**src/rtl/tsn_q_pkg.sv**
```systemverilog
// Shared constants, state encoding and wire-time arithmetic for the TSN queue
// read side.
package tsn_q_pkg;

   localparam int DATASIZE = 41;
   localparam int LEN_W    = 11;
   localparam int BPC_LOG2 = 3;
   localparam int IFG_CYC  = 2;
   localparam int GATE_W   = 16;
   localparam int CNT_W    = 16;

   localparam int LEN_LSB = 0;
   localparam int LEN_MSB = LEN_W - 1;

   localparam logic [1:0] ST_IDLE_ENC  = 2'd0;
   localparam logic [1:0] ST_CHECK_ENC = 2'd1;
   localparam logic [1:0] ST_SEND_ENC  = 2'd2;
   localparam logic [1:0] ST_BUSY_ENC  = 2'd3;

   typedef enum logic [1:0] {
      ST_IDLE  = ST_IDLE_ENC,
      ST_CHECK = ST_CHECK_ENC,
      ST_SEND  = ST_SEND_ENC,
      ST_BUSY  = ST_BUSY_ENC
   } state_t;

   // Wire time plus gap; a zero-length descriptor still occupies one cycle.
   function automatic logic [GATE_W-1:0] calc_need(input logic [LEN_W-1:0] len);
      logic [GATE_W-1:0] tx_cyc;
      tx_cyc = (GATE_W'(len) + GATE_W'((1 << BPC_LOG2) - 1)) >> BPC_LOG2;
      if (len == '0) begin
         tx_cyc = GATE_W'(1);
      end
      return tx_cyc + GATE_W'(IFG_CYC);
   endfunction

endpackage

```
**src/rtl/tsn_wire_time.sv**
```systemverilog
// Combinational frame-length to required-gate-time calculator.
module tsn_wire_time
   import tsn_q_pkg::*;
(
   input  logic [LEN_W-1:0]  len,
   output logic [GATE_W-1:0] need
);

   assign need = calc_need(len);

endmodule

```
**src/rtl/tsn_queue_out_reader.sv**
```systemverilog
// Pops descriptors from a show-ahead queue, admits them through the gate with a
// guard band, offers them on valid/ready and then holds the port for wire time.
module tsn_queue_out_reader
   import tsn_q_pkg::*;
(
   input  logic                clk,
   input  logic                rst,
   input  logic                q_empty,
   input  logic [DATASIZE-1:0] q_data,
   output logic                q_rd_en,
   input  logic                gate_open,
   input  logic [GATE_W-1:0]   gate_remaining,
   output logic                tx_vld,
   output logic [DATASIZE-1:0] tx_data,
   input  logic                tx_rdy,
   output logic                port_busy,
   output logic                guard_hold,
   output logic [CNT_W-1:0]    frame_cnt,
   output logic [CNT_W-1:0]    guard_cnt
);

   state_t              state;
   state_t              state_next;
   logic [DATASIZE-1:0] desc_q;
   logic [GATE_W-1:0]   busy_cnt;
   logic [GATE_W-1:0]   need;
   logic                load_desc;
   logic                launch;
   logic                xfer;
   logic                check_fail;

   tsn_wire_time u_wire_time (
      .len  (desc_q[LEN_MSB:LEN_LSB]),
      .need (need)
   );

   always_comb begin
      state_next = state;
      q_rd_en    = 1'b0;
      load_desc  = 1'b0;
      launch     = 1'b0;
      xfer       = 1'b0;
      check_fail = 1'b0;
      case (state)
         ST_IDLE: begin
            if (!q_empty) begin
               q_rd_en    = 1'b1;
               load_desc  = 1'b1;
               state_next = ST_CHECK;
            end
         end
         ST_CHECK: begin
            if (gate_open && (gate_remaining >= need)) begin
               launch     = 1'b1;
               state_next = ST_SEND;
            end else begin
               check_fail = 1'b1;
            end
         end
         ST_SEND: begin
            // Committed frame: the gate is no longer consulted here.
            if (tx_rdy) begin
               xfer       = 1'b1;
               state_next = ST_BUSY;
            end
         end
         ST_BUSY: begin
            if (busy_cnt == '0) begin
               state_next = ST_IDLE;
            end
         end
         default: state_next = ST_IDLE;
      endcase
      if (rst) begin
         q_rd_en = 1'b0;
      end
   end

   assign port_busy = (state == ST_SEND) || (state == ST_BUSY);

   always_ff @(posedge clk) begin
      if (rst) begin
         state      <= ST_IDLE;
         desc_q     <= '0;
         tx_vld     <= 1'b0;
         tx_data    <= '0;
         busy_cnt   <= '0;
         guard_hold <= 1'b0;
         frame_cnt  <= '0;
         guard_cnt  <= '0;
      end else begin
         state      <= state_next;
         guard_hold <= check_fail;
         if (load_desc) begin
            desc_q <= q_data;
         end
         if (launch) begin
            tx_vld  <= 1'b1;
            tx_data <= desc_q;
         end
         if (xfer) begin
            tx_vld    <= 1'b0;
            frame_cnt <= frame_cnt + 1'b1;
            busy_cnt  <= need - 1'b1;
         end else if ((state == ST_BUSY) && (busy_cnt != '0)) begin
            busy_cnt <= busy_cnt - 1'b1;
         end
         if (check_fail && (guard_cnt != '1)) begin
            guard_cnt <= guard_cnt + 1'b1;
         end
      end
   end

endmodule

```
**config.mk**
```make
export PLATFORM = sky130hd
export DESIGN_NAME = tsn_queue_out_reader
export DESIGN_NICKNAME = d
export VERILOG_FILES = /design/src/rtl/tsn_q_pkg.sv /design/src/rtl/tsn_wire_time.sv /design/src/rtl/tsn_queue_out_reader.sv
export SDC_FILE = /design/constraint.sdc
export NUM_CORES = 1
export LEC_CHECK = 0
export CAP_MARGIN = 0
export CORE_MARGIN = 2
export CORE_UTILIZATION = 55
export CTS_BUF_LIST = sky130_fd_sc_hd__clkbuf_8
export DETAILED_ROUTE_END_ITERATION = 8
export DONT_BUFFER_PORTS = 1
export PLACE_DENSITY_LB_ADDON = 0.12
export SLEW_MARGIN = 10
export SYNTH_ARGS = -nofsm -noshare
export SYNTH_HDL_FRONTEND = slang
export SYNTH_HIERARCHICAL = 1
export SYNTH_SLANG_ARGS = --single-unit
```
**constraint.sdc**
```tcl
create_clock -name clk -period 4.42 [get_ports clk]
set_input_delay 0.221 -clock clk [delete_from_list [all_inputs] [get_ports clk]]
set_output_delay 0.221 -clock clk [all_outputs]
set_load 0.005 [all_outputs]
```
==> results.cfg <==
[run_status]
status = complete, no violations

[setup_path]
reg2regPathDepth = 18
required_ns = 4.79
crit_path_max_incr_delay_ns = 0.40
cp_max_fo = 41
worst_ep_arrival_time_ns = 4.25
cp_top_family = compound AO/OA/AOI/OAI gates
cp_num_buf_inv = 2
timing.rr.end = tx_data[40]
r2r-start = desc_q[1]
path_cells = o31ai_2 > nor2_1 > xor2_1 > ha_1 > nand4_1 > o21ai_1 > o21ai_0 > xnor2_1 > inv_1 > ha_1 > nand4_1 > a21oi_1 > nand3b_1 > a31oi_1 > and2_1 > buf_4 > nand2_1 > a21oi_1
critPathSlowestCell = buf_4
cp.depth = 18
endpoint_kind = flip-flop
critical_path.startpoint_type = flip-flop
rrSetupSlack_ns = 0.54
path_class = flip-flop to flip-flop

[routing]
drt_first_pass_iters = 5
drtAntennaViolNets = 0
routed_wl_um = 15500
drc = 0
viasPerCell = 5.60
vias = 5495
wl_per_cell_um = 15.8
drt_iter0_markers = 287

[sta]
finalCritPeriodShare_pct = 87.9
setup-violations-final = 0
hold_slack_ns = 0.0223
rsz0062_at_grt = false
tightest_slew_ns = 0.937
slew_viol_final = 0
period_minus_slack_ns = 3.88
fin_setup_tns_ns = 0
clock.fmax_mhz = 257
slew_headroom_pct = 37.1
finalHoldViolations = 0
finClkSkew_ns = 0.0124

[grt]
antenna_found_initial = 0
grt_pass1_vias = 5417
grt_pass1_wl_um = 26000
grt_max_degree = 133
grt_usage_pct = 25.4
grt_remaining_overflow = 0

[final_layout]
final_common_cell = nand2_1
nets = 912
multi_input_area_um2 = 3400
drive_above_1_share_pct = 7.04
postLayoutCellArea_um2 = 7270
fillers = 1004
seq_area_um2 = 2680
synthToLayoutAreaGrowth_pct = 13.7
antenna_cells = 0
most-common-layout-cells = 200 x nand2_1, 134 x dfxtp_1, 95 x a21oi_1
fin_cells = 981

[place]
dpl.hpwl_um = 10200
place.gp.congestion = 0.840
dpl_cell_area_um2 = 6410
port_buffers = 0
placed_cells = 907

[worst_hold_path]
hold_path_class = input port to flip-flop
hp-start = rst
min_delay_path_depth = 2
worstHoldEndpoint = guard_cnt[7]

[power_and_ir_drop]
powerDensity_nw_per_um2 = 568
p_sw_mw = 1.52
peakVddDrop_v = 0.000453
combinationalPowerShare_pct = 38.3
power_frac_seq_pct = 36.0
clockPowerShare_pct = 25.8
swShare_pct = 36.9
intPower_mw = 2.61
leakagePower_nw = 2.61

[clocking]
clk_latency_ns = 0.44
post_cts_resized = 0
cts_made_buffers = 17
cts-root-buf = clkbuf_8
cts_tree = built
clk_pin_slew_ns = 0.07
htreeDepth = 4
cts.sinks = 134
clockBufferDepth = 2

[floorplanning]
dieArea_um2 = 12500
die-width_um = 112
io_pins = 139
core_um2 = 11400
initial_core_util_pct = 56.3
fp.dieH_um = 112
rows = 39

[yosys]
synth_ff_type = dfxtp_1
seq_area_frac_synth_pct = 41.9
ys_ff_latch = 134
avgSynthCellArea_um2 = 7.98
yosysWarnings = 6
synthCells = 802
syn_area_um2 = 6400
async_reset_ff_share_pct = 0
synth_edf_count = 0
ys_types = 64

[run]
maxCapViolCount = 0
routing by layer:
layer,routed length (um),up-vias,track usage [%]
li1,-,2726,-
met1,6590,2605,30.9
met2,7560,149,42.3
met3,1150,15,8.11
met4,182,0,9.14
met5,0,-,0
cell type report:
| class | instances | area share [%] |
|---|---|---|
| flip-flops and latches | 134 | 36.9 |
| inverters | 26 | 1.34 |
| well taps | 143 | 2.46 |
| clock buffers | 19 | 3.59 |
| multi-input cells | 597 | 46.8 |
| clock inverters | 12 | 2.06 |
| repair buffers | 50 | 6.88 |
logic make-up after synthesis:
| logic type | after synthesis | share of synthesized area, % |
|---|---|---|
| compound gates | 149 | 14.4 |
| xor+xnor | 60 | 8.21 |
| fa+ha+maj | 24 | 4.69 |
| buf+inv | 77 | 5.30 |
| flops | 134 | 41.9 |
| mux | 3 | 0.469 |
| other cells | 1 | 0.0586 |
| simple gates | 354 | 25.0 |
Yosys cell counts, types with 2 or more instances:
| cell type | n | area (um2) |
|---|---|---|
| o21ai_0 | 9 | 45.0 |
| nor3_1 | 11 | 55.1 |
| buf_6 | 2 | 22.5 |
| inv_1 | 26 | 97.6 |
| a31oi_1 | 2 | 12.5 |
| ha_1 | 24 | 300 |
| and3_1 | 8 | 50.1 |
| a21oi_1 | 95 | 475 |
| nand3_1 | 15 | 75.1 |
| a2111oi_2 | 2 | 30.0 |
| nand2_1 | 200 | 751 |
| xor2_1 | 20 | 175 |
| nor3b_1 | 3 | 22.5 |
| buf_4 | 7 | 52.6 |
| and2_1 | 4 | 25.0 |
| xnor2_1 | 40 | 350 |
| nand4_1 | 11 | 68.8 |
| a211oi_2 | 4 | 50.1 |
| nor4_1 | 5 | 31.3 |
| a211oi_1 | 16 | 120 |
| o21a_1 | 2 | 15.0 |
| buf_1 | 6 | 22.5 |
| dfxtp_1 | 134 | 2680 |
| clkbuf_1 | 29 | 109 |
| and4bb_1 | 3 | 37.5 |
| or4_1 | 2 | 15.0 |
| mux2i_1 | 3 | 30.0 |
| nor2_1 | 67 | 251 |
| a2111oi_0 | 2 | 17.5 |
| nand2b_1 | 4 | 25.0 |
| nor4b_1 | 2 | 17.5 |
| o21ai_1 | 2 | 10.0 |
| or3_1 | 3 | 18.8 |
| buf_2 | 7 | 35.0 |
| nor3_2 | 3 | 30.0 |
how the worst max path moves through the flow:
stage	from	end
final	desc_q[1]	tx_data[40]
after global routing	desc_q[2]	tx_data[8]
after CTS	desc_q[1]	tx_data[6]
after detailed placement	desc_q[1]	tx_data[6]
after global placement	desc_q[1]	guard_cnt[14]
after floorplan	desc_q[1]	tx_data[4]
worst register-to-register path: cells and delay by family, from the launching register on:
family	cells	cell delay (ns)
xor+xnor	2	0.39
buf+inv	2	0.54
fa+ha+maj	2	0.56
simple gates	6	0.75
compound gates	6	1.22
flops	1	0.34
per-stage QoR:
stage | total power [mW] | setup slack, ns | util (%)
finish | 4.13 | 0.535 | 64.0
detailed placement | 3.02 | 0.581 | 56.4
CTS | 4.14 | 0.562 | 64.0
global route | 4.39 | 0.102 | 64.0
floorplan | 2.76 | 0.934 | -
global placement | 2.97 | 0.702 | 56.4
repair_timing:
| item | 4_1_cts | 5_1_grt |
|---|---|---|
| endpoints found under the hold margin | 131 | 0 |
| hold buffers | 43 | 0 |
| buffers inserted | 0 | 0 |
power groups by stage:
stage / logic, mW / registers [mW] / clock network (mW)
floorplan: 1.29 / 1.47 / 0
global placement: 1.47 / 1.51 / 0
detailed placement: 1.51 / 1.51 / 0
CTS: 1.58 / 1.48 / 1.08
global route: 1.75 / 1.51 / 1.13
finish: 1.58 / 1.49 / 1.06
flip-flops by register name, summed over array words and instances (netlist names):
| signal | count |
|---|---|
| state | 2 |
| tx_vld | 1 |
| guard_cnt | 16 |
| guard_hold | 1 |
| tx_data | 41 |
| frame_cnt | 16 |
| desc_q | 41 |
| busy_cnt | 16 |
(Power assumes the default switching activity.)
